[src/rtl/pc_fetch_pkg.sv]
// Shared types and constants for the instruction-fetch front end.
package pc_fetch_pkg;

  localparam logic [31:0] INST_BYTES           = 32'd4;
  localparam logic [31:0] DEFAULT_RESET_VECTOR = 32'h0000_0000;

  typedef enum logic [2:0] {
    BOOT  = 3'd0,
    FETCH = 3'd1,
    HOLD  = 3'd2,
    DRAIN = 3'd3
`ifdef ALIGN_CHECK_EN
    ,FAULT = 3'd4
`endif
  } state_e;

  typedef struct packed {
    logic [31:0] word;
    logic [31:0] pc;
  } fetch_rsp_t;

endpackage

[src/rtl/pc_reg.sv]
// Program counter: synchronous reset to the reset vector, load beats increment.
module pc_reg
  import pc_fetch_pkg::*;
#(
  parameter logic [31:0] RESET_VECTOR = DEFAULT_RESET_VECTOR
) (
  input  logic        clk,
  input  logic        rst,
  input  logic        load,
  input  logic [31:0] load_addr,
  input  logic        inc,
  output logic [31:0] pc
);

  always_ff @(posedge clk) begin
    if (rst)       pc <= RESET_VECTOR;
    else if (load) pc <= load_addr;
    else if (inc)  pc <= pc + INST_BYTES;
  end

endmodule

[src/rtl/pc_fetch.sv]
// Fetch FSM: one outstanding imem read, redirects drain stale responses.
// Build option ALIGN_CHECK_EN: misaligned redirects trap into FAULT instead of being truncated.
module pc_fetch
  import pc_fetch_pkg::*;
#(
  parameter logic [31:0] RESET_VECTOR = DEFAULT_RESET_VECTOR
) (
  input  logic        clk,
  input  logic        rst,
  input  logic        redirect_valid,
  input  logic [31:0] redirect_addr,
  input  logic        stall,
  output logic        imem_req,
  output logic [31:0] imem_addr,
  input  logic        imem_ack,
  input  logic [31:0] imem_rdata,
  output logic        inst_valid,
  output logic [31:0] inst,
  output logic [31:0] inst_pc,
  output logic [31:0] link_addr,
  output logic        misalign_fault
);

  state_e      state, state_d;
  logic [31:0] pc, pending, pending_d, tgt;
  logic        pc_load, pc_inc, capture;
  logic [31:0] pc_load_addr;
  fetch_rsp_t  rsp;

  pc_reg #(.RESET_VECTOR(RESET_VECTOR)) u_pc_reg (
    .clk       (clk),
    .rst       (rst),
    .load      (pc_load),
    .load_addr (pc_load_addr),
    .inc       (pc_inc),
    .pc        (pc)
  );

`ifdef ALIGN_CHECK_EN
  assign tgt = redirect_addr;
`else
  assign tgt = redirect_addr & 32'hFFFF_FFFC;
`endif

  always_comb begin
    state_d      = state;
    pending_d    = pending;
    pc_load      = 1'b0;
    pc_load_addr = tgt;
    pc_inc       = 1'b0;
    capture      = 1'b0;
    case (state)
      BOOT: state_d = FETCH;
      FETCH: begin
        if (redirect_valid) begin
          // With the ack already here nothing is outstanding, so refetch at once
          if (imem_ack) pc_load = 1'b1;
          else begin
            pending_d = tgt;
            state_d   = DRAIN;
          end
        end else if (imem_ack) begin
          capture = 1'b1;
          pc_inc  = 1'b1;
          state_d = HOLD;
        end
      end
      HOLD: begin
        if (redirect_valid) begin
          pc_load = 1'b1;
          state_d = FETCH;
        end else if (!stall) state_d = FETCH;
      end
      DRAIN: begin
        if (redirect_valid) begin
          if (imem_ack) begin
            pc_load = 1'b1;
            state_d = FETCH;
          end else pending_d = tgt;
        end else if (imem_ack) begin
          pc_load      = 1'b1;
          pc_load_addr = pending;
          state_d      = FETCH;
        end
      end
`ifdef ALIGN_CHECK_EN
      FAULT: state_d = FAULT;
`endif
      default: state_d = BOOT;
    endcase
`ifdef ALIGN_CHECK_EN
    if (redirect_valid && (redirect_addr[1:0] != 2'b00) &&
        (state == FETCH || state == HOLD || state == DRAIN)) begin
      state_d   = FAULT;
      pending_d = pending;
      pc_load   = 1'b0;
      pc_inc    = 1'b0;
      capture   = 1'b0;
    end
`endif
  end

  always_ff @(posedge clk) begin
    if (rst) begin
      state      <= BOOT;
      pending    <= 32'h0;
      inst_valid <= 1'b0;
      rsp        <= '0;
    end else begin
      state      <= state_d;
      pending    <= pending_d;
      inst_valid <= (state_d == HOLD);
      if (capture) rsp <= '{word: imem_rdata, pc: pc};
    end
  end

  assign imem_req  = (state == FETCH) || (state == DRAIN);
  assign imem_addr = pc;
  assign inst      = rsp.word;
  assign inst_pc   = rsp.pc;
  assign link_addr = rsp.pc + INST_BYTES;

`ifdef ALIGN_CHECK_EN
  assign misalign_fault = (state == FAULT);
`else
  assign misalign_fault = 1'b0;
`endif

endmodule

[config.mk]
export PLATFORM = sky130hd
export DESIGN_NAME = pc_fetch
export DESIGN_NICKNAME = d
export VERILOG_FILES = /design/src/rtl/pc_fetch_pkg.sv /design/src/rtl/pc_reg.sv /design/src/rtl/pc_fetch.sv
export SDC_FILE = /design/constraint.sdc
export NUM_CORES = 1
export LEC_CHECK = 0
export ABC_AREA = 1
export CAP_MARGIN = 20
export CORE_MARGIN = 5
export CORE_UTILIZATION = 43
export CTS_CLUSTER_SIZE = 20
export DETAILED_ROUTE_END_ITERATION = 12
export GPL_TIMING_DRIVEN = 0
export PLACE_DENSITY = 0.73
export SLEW_MARGIN = 15
export SYNTH_ARGS = -nofsm -noshare
export SYNTH_HDL_FRONTEND = slang
export SYNTH_SLANG_ARGS = --single-unit
[constraint.sdc]
create_clock -name clk -period 2.3 [get_ports clk]
set_clock_uncertainty 0.2 [all_clocks]
set_input_delay 0.575 -clock clk [delete_from_list [all_inputs] [get_ports clk]]
set_output_delay 0.575 -clock clk [all_outputs]
set_load 0.02 [all_outputs]
# [Word level (Yosys, flattened, before mapping)]
# Cells that the tools add are included.
# W data, S select, Z words.
[word_totals] reg_bits=132 out_inout_bits=131 word_cells=35
[op_classes] n_addsub=2 eq_ne=4 n_mux=18 n_reduce_logical=5
[ops] op="$mux W32" count=5
[ops] op="$add A32 B3 Y32 const B" count=2
[ops] op="$mux W3" count=6
[ops] op="$pmux W3 S4" count=1
[ops] op="$eq A3 B2 Y1 const B" count=3
[ops] op="$mux W1" count=5
[ops] op="$eq A3 B1 Y1 const B" count=1
[ops] op="$logic_not A3 Y1" count=1
[ops] op="$pmux W1 S3" count=1
[ops] op="$reduce_and A2 Y1" count=1
[ops] op="$reduce_bool A2 Y1" count=1
[ops] op="$reduce_or A2 Y1" count=1
[ops] op="$logic_or A1 B1 Y1" count=1

# [Depth between registers and ports, before layout]
# Gate-level depths: netlist of run 1.
[depth] word_depth=5 depth_mapped=11 depth_no_buf=10

# [Modules after synthesis]
# A second synthesis of run 1 with hierarchy kept.
[hier_totals] cells_unflattened=1147 hier_area_um2=7254.5
[by_module_without_submodules] module="pc_fetch" n_inst=1 cells_per_inst=816 area_each_um2=5147.4 seq_area_each_um2=2001.9
[by_module_without_submodules] module="pc_reg" n_inst=1 cells_per_inst=331 area_each_um2=2107.0 seq_area_each_um2=640.6

# [Worst setup path after synthesis of run 1]
# Ideal clock, no wire load.
[synth_timing] kind="flip-flop to output port" from="register rsp, in the netlist inst_pc[2]" to="output port link_addr[22]" t_arrival_ns=1.772 path_slack_ns=-0.247 stages_incl_launch_ff=8 cell_sequence="dfxtp_1 ha_1 nand2_1 nor3_2 nand3_1 nor2_1 nand2_1 xnor2_1"
[synth_between] elab_chain_cells=1
[synth_rtl] item="start: declaration" line="pc_fetch.sv:28" text="fetch_rsp_t rsp;"
[synth_rtl] item="start signal: assignment" line="pc_fetch.sv:113" text="if (capture) rsp <= '{word: imem_rdata, pc: pc};"
[synth_rtl] item="$add A32 B3 Y32" line="pc_fetch.sv:121" text="assign link_addr = rsp.pc + INST_BYTES;"
[synth_rtl] item="end: declaration" line="pc_fetch.sv:20" text="output logic [31:0] link_addr,"
# No other way between the ends.

# [Final worst setup path of run 1]
# Ends and elaborated chain as after synthesis.

==> results by group, run 1 <==
Min path
  – WHS Path Cells: 2
  – Hold crit path type: flop to flop
  – Hold Startpoint: pending[1]

Place
  – Number of input and output port buffers inserted: 195
  – Detailed Place HPWL: 19100 um
  – Weighted congestion at the end of routability-driven global placement: 0.916
  – Pre-CTS setup slack: -710 ps

Logic synthesis
  – Number of storage elements in the synthesis netlist: approximately 130
  – Post-synthesis simple-gate area fraction: 0.332
  – Gate Count Post-Synth: approximately 1100
  – Number of enable-type register cells in the synthesized netlist: 0
  – Complex-gate fraction of the synthesized area: 0.161
  – Number of library cell types mapped by synthesis: 38
  – Post-Synthesis Cell Area: approximately 7000 um2
  – Mux cell area share after synthesis: 0
  – Xor/xnor share of the synthesized area: 0.0392
  – Synthesized area per cell: 6.46 um2
  – YS warnings: 0
  – Ys async rst share: 0
  – Largest family of logic cells by synthesized area: simple AND/OR/NAND/NOR gates
  – Most used flip-flop cell after synthesis: sky130_fd_sc_hd__dfxtp_1
  – Part of the Yosys area used for sequential elements: 0.369
  – Post-Synth Adder-Cell Area: 0.00350

Detailed routing
  – First-pass iteration count of the detailed router: 6
  – Via-to-Cell Ratio: 5.19
  – DRC violations left: 0
  – Number of routed nets with antenna violations: 0
  – Drt total wl: 27000 um
  – WL/cell: 16.9 um
  – DRC violation total after the first TritonRoute iteration: roughly 790
  – Routed vias: about 8300

Floorplanning
  – Initial core utilization: 0.435
  – Die Wd: ~140 um
  – Die ar.: approximately 19000 um2
  – Row cnt: 47
  – Count of pins on the block boundary: 200
  – Placeable core region: 16500 um2
  – Die height: about 140 um

Pwr
  – Worst IR Drop VDD: ~500 uV
  – Standby leakage power: 5.03 nW
  – Total power divided by cell area: between 500 and 600 nW/um2

Run status
  – Failing checks: setup timing
  – Status: complete, but fails checks

Timing
  – Fin Hold WS: approximately 250 ps
  – Headroom to the max-slew limit: 0.593
  – Achievable Freq: 372 MHz
  – RSZ-0062 raised after global routing: yes
  – Final worst slack: -387 ps
  – Setup Viol. Count Final: 25
  – Number of hold violations in the final report: 0
  – Setup TNS Final: -6520 ps
  – Final slew viol count: 0
  – Measured slew at the worst slew-check pin: ~600 ps
  – Final critical-path required period: 2690 ps
  – Final period util: 1.17

Finish
  – Filler instances: approximately 1500
  – Final design utilization: 0.652
  – Nets@finish: 1432
  – Area added between synthesis and finish: 50.0%
  – Share of cells above drive strength 1: 0.186
  – ANT cells: 0

Clocking
  – Clock transition at the register clock pins on the worst setup and hold paths after CTS: roughly 60 ps
  – Clock tree root buffer cell: sky130_fd_sc_hd__clkbuf_16
  – Max H-tree Level: 4
  – Clock tree sinks: 132
  – TritonCTS Buffers: 17
  – CTS hold repair buffers: 0
  – Later-pin clock latency in the skew report: 430 ps
  – CTS Buffer Depth: 2
  – Clock tree from TritonCTS: yes

Critical path
  – Kind of end point of the critical path: primary output
  – CP most frequent cell: sky130_fd_sc_hd__nand2_4
  – Cell chain of the critical path: ha_4, nand2_4, nor3_4, nand3_4, nor2_4, nand2_4, xnor2_4, buf_6
  – Worst setup startpoint: inst_pc[2]
  – Critical path class: flop to primary output
  – RR Endpoint: u_pc_reg.pc[26]
  – Worst setup path endpoint: link_addr[22]
  – Arrival @ worst endpoint: 1910 ps
  – Length in cells of the worst reg-to-reg path: 9
  – Max incr delay on CP: slightly below 400 ps
  – Peak fanout along the critical path: 4
  – Flop2flop setup slack: around 160 ps
  – Worst reg2reg path startpoint: u_pc_reg.pc[3]
  – Cell with the largest stage delay on the worst path: sky130_fd_sc_hd__dfxtp_4
  – Sort of element at the start of the critical path: flop
  – Required time at the endpoint of the critical path: ~1500 ps

Global route
  – Global route overflow: 0
  – Combined global-route utilization of all metal layers: 0.268
  – First-pass GRT wire length: ~42000 um
  – Number of global-route vias before repair: just under 8000
  – Maximum number of pins on one net before global-route repair: 17
  – Initial antenna violation count: 0

Run
  – Number of max-cap violations: 0
## logic make-up after synthesis
logic type | after synthesis
simple gates | 559
other cells | 1
buf+inv | 156
xor+xnor | 32
fa+ha+maj | 2
compound gates | 226
flops | 132
## synthesized netlist by cell type, types with 8 or more instances
library cell | n | area share
sky130_fd_sc_hd__inv_1 | 93 | 0.049
sky130_fd_sc_hd__o21ai_0 | 132 | 0.092
sky130_fd_sc_hd__xnor2_1 | 13 | 0.016
sky130_fd_sc_hd__nand2_1 | 232 | 0.12
sky130_fd_sc_hd__o21ai_1 | 8 | 0.0056
sky130_fd_sc_hd__dfxtp_1 | 132 | 0.37
sky130_fd_sc_hd__or2_2 | 10 | 0.0087
sky130_fd_sc_hd__xor2_1 | 19 | 0.023
sky130_fd_sc_hd__buf_4 | 8 | 0.0084
sky130_fd_sc_hd__nor3_1 | 13 | 0.0091
sky130_fd_sc_hd__a21oi_1 | 79 | 0.055
sky130_fd_sc_hd__clkbuf_1 | 24 | 0.013
sky130_fd_sc_hd__nand4_1 | 13 | 0.011
sky130_fd_sc_hd__nand3_1 | 55 | 0.038
sky130_fd_sc_hd__buf_2 | 19 | 0.013
sky130_fd_sc_hd__nor2_1 | 209 | 0.11
## cells in the final DEF, fill, tap and decap left out, types with 6 or more instances in the layout
| master | netlist | routed |
|---|---|---|
| sky130_fd_sc_hd__nor3_1 | 13 | 6 |
| sky130_fd_sc_hd__nand3_1 | 55 | 50 |
| sky130_fd_sc_hd__inv_1 | 93 | 88 |
| sky130_fd_sc_hd__buf_2 | 19 | 18 |
| sky130_fd_sc_hd__nor2_1 | 209 | 194 |
| sky130_fd_sc_hd__nor2_4 | 1 | 13 |
| sky130_fd_sc_hd__clkbuf_1 | 24 | 22 |
| sky130_fd_sc_hd__nand2_1 | 232 | 215 |
| sky130_fd_sc_hd__or2_2 | 10 | 10 |
| sky130_fd_sc_hd__o21ai_1 | 8 | 14 |
| sky130_fd_sc_hd__buf_4 | 8 | 65 |
| sky130_fd_sc_hd__xnor2_1 | 13 | 9 |
| sky130_fd_sc_hd__nor3_2 | 6 | 11 |
| sky130_fd_sc_hd__dfxtp_4 | 0 | 23 |
| sky130_fd_sc_hd__clkdlybuf4s50_1 | 0 | 122 |
| sky130_fd_sc_hd__nor2_2 | 6 | 10 |
| sky130_fd_sc_hd__dlygate4sd2_1 | 0 | 25 |
| sky130_fd_sc_hd__buf_6 | 5 | 12 |
| sky130_fd_sc_hd__xor2_1 | 19 | 16 |
| sky130_fd_sc_hd__inv_2 | 5 | 8 |
| sky130_fd_sc_hd__o21ai_0 | 132 | 126 |
| sky130_fd_sc_hd__clkbuf_16 | 0 | 18 |
| sky130_fd_sc_hd__dfxtp_1 | 132 | 105 |
| sky130_fd_sc_hd__dlymetal6s2s_1 | 0 | 20 |
| sky130_fd_sc_hd__nand4_1 | 13 | 13 |
| sky130_fd_sc_hd__nand2_4 | 1 | 12 |
| sky130_fd_sc_hd__a21oi_1 | 79 | 79 |
| sky130_fd_sc_hd__nand2_2 | 3 | 9 |
## metal layers
layer / global-route usage / routed length [um]
met1: 0.341 / 11400
met2: 0.460 / 13100
met3: 0.0448 / 1730
met4: 0.0922 / 741
met5: 0 / 0
## critical path, delay by kind of cell, from the launching register on
family                   cells  cell delay [ps]
adder cells (fa/ha/maj)      1              160
flip-flops                   1              390
XOR/XNOR                     1              130
buffers and inverters        1              130
AND/OR/NAND/NOR              5              670
## report_power, final
group	total (mW)	switching, mW	internal [mW]
logic	0.640	0.354	0.286
clock network	2.65	1.03	1.62
registers	2.38	0.0621	2.32
total	5.68	1.45	4.23
## layout make-up
class	instances	area, um2	area share
Buffer	57	315	0.0294
Clock buffer	23	499	0.0465
Clock inverter	8	73.8	0.00688
Inverter	99	380	0.0354
Multi-Input combinational cell	822	4250	0.396
Sequential cell	132	2730	0.255
Tap cell	220	275	0.0257
Timing Repair Buffer	232	2200	0.205
## how the worst min path moves through the flow
| stage | slack (ps) | to |
|---|---|---|
| finish | 250 | pending[1] |
| global route | 270 | pending[1] |
| CTS | 240 | pending[0] |
| detailed placement | 240 | pending[0] |
| global placement | 230 | pending[0] |
| floorplan | 220 | pending[0] |
## timing repair
| action | 4_1_cts | 5_1_grt |
|---|---|---|
| gates resized for setup | 283 | 55 |
| cloned | 0 | 1 |
| pin swaps | 40 | 16 |
| endpoints found under the hold margin | 0 | 0 |
| buffers inserted | 32 | 5 |
| setup endpoints to repair | 58 | 83 |
## stage by stage
stage                     power (mW)  cell area, um2  cells
after detailed placement        3.07            9470   1524
after global placement          3.06            9470   1524
after floorplan                 2.74            7240   1109
final                           5.68           10700   1593
after CTS                       5.67           10600   1587
after global routing            5.84           10700   1593
Power figures use the tool's default switching activity.
==> run 2: changes to the inputs <==
RECOVER_POWER = 100   (was unset)
==> results by group, run 2 (same netlist as run 1, synthesis figures left out) <==
Run status
  – Status: complete, but fails checks
  – Failing checks: setup timing

Pwr
  – Worst IR Drop VDD: 497 uV (-0.46%)
  – Standby leakage power: 4.63 nW (-8.0%)
  – Total power divided by cell area: 536 nW/um2 (+1.4%)

Detailed routing
  – Number of routed nets with antenna violations: 0 (unchanged)
  – DRC violations left: 0 (unchanged)
  – DRC violation total after the first TritonRoute iteration: 699 (-11%)
  – WL/cell: 17.0 um (+0.24%)
  – Routed vias: 8310 (+0.51%)
  – Via-to-Cell Ratio: 5.22 (+0.51%)
  – First-pass iteration count of the detailed router: 6 (unchanged)
  – Drt total wl: 27000 um (+0.24%)

Run
  – Number of max-cap violations: 0 (unchanged)

Global route
  – Combined global-route utilization of all metal layers: 0.268 (unchanged)
  – Initial antenna violation count: 0 (unchanged)
  – Maximum number of pins on one net before global-route repair: 17 (unchanged)
  – Number of global-route vias before repair: 7790 (unchanged)
  – First-pass GRT wire length: 42000 um (unchanged)
  – Global route overflow: 0 (unchanged)

Clocking
  – CTS Buffer Depth: 2 (unchanged)
  – Later-pin clock latency in the skew report: 430 ps (about the same)
  – Clock tree root buffer cell: sky130_fd_sc_hd__clkbuf_16
  – Clock transition at the register clock pins on the worst setup and hold paths after CTS: 60 ps (about the same)
  – Clock tree sinks: 132 (unchanged)
  – Clock tree from TritonCTS: yes
  – Max H-tree Level: 4 (unchanged)
  – TritonCTS Buffers: 17 (unchanged)

Place
  – Total cell area at the placement stage: 9470 um2 (unchanged)
  – Detailed Place HPWL: 19100 um (unchanged)
  – Weighted congestion at the end of routability-driven global placement: 0.916 (unchanged)
  – Pre-CTS setup slack: -710 ps (unchanged)
  – Number of input and output port buffers inserted: 195 (unchanged)

Floorplanning
  – Die Wd: 139 um (unchanged)
  – Placeable core region: 16500 um2 (unchanged)
  – Die ar.: 19300 um2 (unchanged)
  – Row cnt: 47 (unchanged)
  – Count of pins on the block boundary: 200 (unchanged)
  – Initial core utilization: 0.435 (unchanged)
  – Die height: 139 um (unchanged)

Finish
  – Share of cells above drive strength 1: 0.178 (-0.00728)
  – Most common cell after layout, fill and taps aside: sky130_fd_sc_hd__nand2_1
  – Top library cells by usage in the layout, fill and taps aside: sky130_fd_sc_hd__nand2_1 (215), sky130_fd_sc_hd__nor2_1 (195), sky130_fd_sc_hd__o21ai_0 (126)
  – Final design utilization: 0.640 (-0.0115)
  – Nets@finish: 1432 (unchanged)
  – ANT cells: 0 (unchanged)
  – Area added between synthesis and finish: 47.3%
  – Cell area after layout: 10500 um2 (-1.8%)

Critical path
  – Sort of element at the start of the critical path: flop
  – Peak fanout along the critical path: 4 (unchanged)
  – Arrival @ worst endpoint: 1910 ps (about the same)
  – Cell with the largest stage delay on the worst path: sky130_fd_sc_hd__dfxtp_4
  – Buf+Inv Stages, Crit Path: 1 (unchanged)
  – Critical path class: flop to primary output
  – Max incr delay on CP: 390 ps (about the same)
  – Required time at the endpoint of the critical path: 1520 ps (about the same)
  – Cell chain of the critical path: ha_4, nand2_4, nor3_4, nand3_4, nor2_4, nand2_4, xnor2_4, buf_6
  – Kind of end point of the critical path: primary output
  – Kind of cell adding the most delay to the critical path: simple AND/OR/NAND/NOR gates
  – CP most frequent cell: sky130_fd_sc_hd__nand2_4

Timing
  – Final slew viol count: 0 (unchanged)
  – Achievable Freq: 372 MHz (about the same)
  – Final critical-path required period: 2690 ps (-1.71 ps)
  – Fin Hold WS: 244 ps (-2.49 ps)
  – Number of hold violations in the final report: 0 (unchanged)
  – Final period util: 1.17 (about the same)
  – RSZ-0062 raised after global routing: yes
  – Setup Viol. Count Final: 54 (+120%)
  – Final worst slack: -386 ps (+1.71 ps)
  – Measured slew at the worst slew-check pin: 672 ps (+60.6 ps)
  – Headroom to the max-slew limit: 0.552 (-0.0404)

Min path
  – Hold crit path type: flop to flop
-- run 2: through the flow --
step / power, mW / cells / setup TNS [ps]
floorplan: 2.74 / 1109 / -40.7
global placement: 3.06 / 1524 / -38360
detailed placement: 3.07 / 1524 / -40240
CTS: 5.67 / 1587 / -4700
global route: 5.83 / 1593 / -16910
finish: 5.65 / 1593 / -8310
-- run 2: timing repair --
item | in CTS | in global routing
pin swaps | 40 | 16
cloned | 0 | 1
gates resized for setup | 283 | 55
setup buffers | 32 | 5
endpoints found under the hold margin | 0 | 0
hold buffers | 0 | 0
setup endpoints to repair | 58 | 83
-- run 2: final timing paths --
check                                start               to  slack [ps]  cells past startpoint
worst max register to register    state[2]  u_pc_reg.pc[25]         130                      7
worst min register to register  pending[1]       pending[1]         240                      2
worst max-delay path            inst_pc[2]    link_addr[22]        -390                      8
worst min-delay path            pending[1]       pending[1]         240                      2
-- run 2: tightest hold or removal path: stages, from the launching register on --
cell and delay, ps:
sky130_fd_sc_hd__dfxtp_1 310, sky130_fd_sc_hd__nand2_1 60, sky130_fd_sc_hd__nor2_1 40
-- run 2: area by class of cell --
type	count	area [um2]
buffer	57	307
clock buffer	23	499
clock inverter	8	73.8
fill	1504	5920
inverter	99	378
multi-input combinational	822	4240
sequential	132	2730
tap	220	275
timing repair buffer	232	2030
-- run 2: routing by layer --
layer  vias up  routed length [um]  global-route usage
met5         -                   0                   0
met2       408               13000               0.460
li1       4083                   -                   -
met1      3761               11300               0.341
met4         0                 774              0.0922
met3        58                1940              0.0448
-- run 2: report_power, final --
group | switching (mW) | internal [mW] | total, mW
combinational | 0.353 | 0.273 | 0.625
clock | 1.02 | 1.62 | 2.64
sequential | 0.0622 | 2.32 | 2.38
==> run 3: changes to the inputs <==
REMOVE_ABC_BUFFERS = 1   (was unset)
==> results by group, run 3 (same netlist as run 1, synthesis figures left out) <==
Timing
  – Setup TNS Final: -15420 ps (-7110 ps)
  – RSZ-0062 raised after global routing: yes
  – Measured slew at the worst slew-check pin: 770 ps (+98.1 ps)
  – Final critical-path required period: 2700 ps (+19.1 ps)
  – Final period util: 1.18 (+0.00829)
  – Achievable Freq: 370 MHz (-0.70%)
  – Final worst slack: -405 ps (-19.1 ps)
  – Number of hold violations in the final report: 0 (unchanged)
  – Fin Hold WS: 249 ps (+5.65 ps)
  – Headroom to the max-slew limit: 0.486 (-0.0660)
  – Final slew viol count: 0 (unchanged)
  – Setup Viol. Count Final: 98 (+81%)

Finish
  – Final instance count without filler cells: 1563 (-1.9%)
  – Share of cells above drive strength 1: 0.185 (+0.00696)
  – ANT cells: 0 (unchanged)
  – Filler instances: 1435 (-4.6%)
  – Area added between synthesis and finish: 48.3%
  – Top library cells by usage in the layout, fill and taps aside: sky130_fd_sc_hd__nand2_1 (213), sky130_fd_sc_hd__nor2_1 (195), sky130_fd_sc_hd__o21ai_0 (132)
  – Most common cell after layout, fill and taps aside: sky130_fd_sc_hd__nand2_1
  – Nets@finish: 1401 (-2.2%)

Pwr
  – Standby leakage power: 4.85 nW (+4.7%)
  – Worst IR Drop VDD: 500 uV (+0.63%)
  – Internal cell power: 4.43 mW (+5.0%)
  – Combinational cell fraction of total power: 0.103 (-0.008)
  – Sequential fraction of design power: 0.406 (-0.015)
  – Total power divided by cell area: 553 nW/um2 (+3.2%)
  – P_sw: 1.44 mW (+0.34%)
  – Clock power frac: 0.491 (+0.023)
  – Net switching share of the total power: 0.246 (-0.00858)

Global route
  – Combined global-route utilization of all metal layers: 0.243 (-0.0249)
  – Number of global-route vias before repair: 7435 (-4.6%)
  – Global route overflow: 0 (unchanged)
  – Initial antenna violation count: 0 (unchanged)
  – Maximum number of pins on one net before global-route repair: 84 (+67)
  – First-pass GRT wire length: 38700 um (-7.8%)

Floorplanning
  – Count of pins on the block boundary: 200 (unchanged)
  – Die ar.: 19300 um2 (unchanged)
  – Die Wd: 139 um (unchanged)
  – Row cnt: 47 (unchanged)
  – Placeable core region: 16500 um2 (unchanged)
  – Die height: 139 um (unchanged)
  – Initial core utilization: 0.435 (unchanged)

Critical path
  – Length in cells of the worst reg-to-reg path: 9 (+2)
  – Worst reg2reg path startpoint: state[0]
  – Required time at the endpoint of the critical path: 1520 ps (about the same)
  – Sort of element at the start of the critical path: flop
  – CP most frequent cell: sky130_fd_sc_hd__nand2_1
  – Worst setup path endpoint: link_addr[26]
  – Cell chain of the critical path: nand2_1, nor2_4, nand2_4, nor3_4, nand2_1, xor2_1, buf_4
  – Kind of end point of the critical path: primary output
  – Flop2flop setup slack: 30 ps (-100 ps)
  – Critical path class: flop to primary output
  – Worst setup startpoint: inst_pc[15]
  – Peak fanout along the critical path: 4 (unchanged)
  – RR Endpoint: u_pc_reg.pc[11]
  – Arrival @ worst endpoint: 1930 ps (+20 ps)
  – Cell with the largest stage delay on the worst path: sky130_fd_sc_hd__dfxtp_4
  – Max incr delay on CP: 390 ps (about the same)

Detailed routing
  – Via-to-Cell Ratio: 5.18 (-0.63%)
  – First-pass iteration count of the detailed router: 5 (-1)
  – WL/cell: 16.4 um (-3.5%)
  – Routed vias: 8102 (-2.5%)
  – Drt total wl: 25600 um (-5.4%)
  – Number of routed nets with antenna violations: 0 (unchanged)
  – DRC violations left: 0 (unchanged)
  – DRC violation total after the first TritonRoute iteration: 625 (-11%)

Run
  – Number of max-cap violations: 0 (unchanged)

Place
  – Number of input and output port buffers inserted: 196 (+0.51%)
  – Cell Count Post-Placement: 1472 (-3.4%)
  – Weighted congestion at the end of routability-driven global placement: 0.963 (+5.2%)
  – Detailed Place HPWL: 15600 um (-18%)
  – Pre-CTS setup slack: -1200 ps (-494 ps)

Clocking
  – Max H-tree Level: 4 (unchanged)
  – Clock tree sinks: 132 (unchanged)
  – CTS hold repair buffers: 0 (unchanged)
  – Clock transition at the register clock pins on the worst setup and hold paths after CTS: 60 ps (about the same)
  – CTS Buffer Depth: 2 (unchanged)
  – Clock tree root buffer cell: sky130_fd_sc_hd__clkbuf_16
  – Later-pin clock latency in the skew report: 420 ps (about the same)
  – Clock tree from TritonCTS: yes
  – TritonCTS Buffers: 17 (unchanged)

Run status
  – Failing checks: setup timing
  – Status: complete, but fails checks

Min path
  – Hold crit path type: flop to flop
==> run 3: routing by layer <==
layer	part of all wire	wire length, um	global-route usage	vias to the layer above
li1	-	-	-	4006
met1	0.40	10300	0.304	3716
met2	0.49	12600	0.414	319
met3	0.072	1850	0.0541	61
met4	0.031	805	0.0844	0
met5	0	0	0	-
==> run 3: worst min path at each step <==
stage	start	end	depth (start not counted)
3_5_place_dp	pending[0]	pending[0]	2
5_1_grt	pending[0]	pending[0]	2
3_3_place_gp	pending[0]	pending[0]	2
6_report	pending[0]	pending[0]	2
2_1_floorplan	pending[0]	pending[0]	2
4_1_cts	pending[0]	pending[0]	2
==> run 3: stage by stage <==
step | power [mW] | area [um2] | util
after floorplan | 2.70 | 6850 | -
after global placement | 3.02 | 9090 | 0.552
after detailed placement | 3.04 | 9190 | 0.558
after CTS | 5.90 | 10400 | 0.633
after global routing | 6.07 | 10600 | 0.645
final | 5.87 | 10600 | 0.645
==> run 3: power by group through the flow <==
| stage | logic (mW) | clock network, mW | registers (mW) |
|---|---|---|---|
| 2_1_floorplan | 0.222 | 0 | 2.48 |
| 3_3_place_gp | 0.576 | 0 | 2.45 |
| 3_5_place_dp | 0.595 | 0 | 2.45 |
| 4_1_cts | 0.618 | 2.90 | 2.38 |
| 5_1_grt | 0.662 | 3.02 | 2.39 |
| 6_report | 0.605 | 2.88 | 2.38 |
==> run 3: worst max-delay path: cells and delay by family (launching register included) <==
| kind | cells | cell delay (ps) |
|---|---|---|
| simple gates | 5 | 760 |
| flops | 1 | 390 |
| xor+xnor | 1 | 190 |
| buf+inv | 1 | 170 |
==> run 3: layout make-up <==
type                            count  area (um2)  share of cell area
Inverter                           99         392              0.0369
Multi-Input combinational cell    823        4300               0.405
Timing Repair Buffer              257        2300               0.216
Sequential cell                   132        2730               0.257
Tap cell                          220         275              0.0259
Clock buffer                       19         443              0.0417
Clock inverter                     13         181              0.0171
==> run 3: repair_timing <==
item                       in CTS  in global routing
hold endpoints to repair        0                  0
gates cloned                    3                  0
pin swaps                      23                 39
gates resized for setup       285                 85
setup buffers                  36                 22
setup endpoints to repair     152                 63
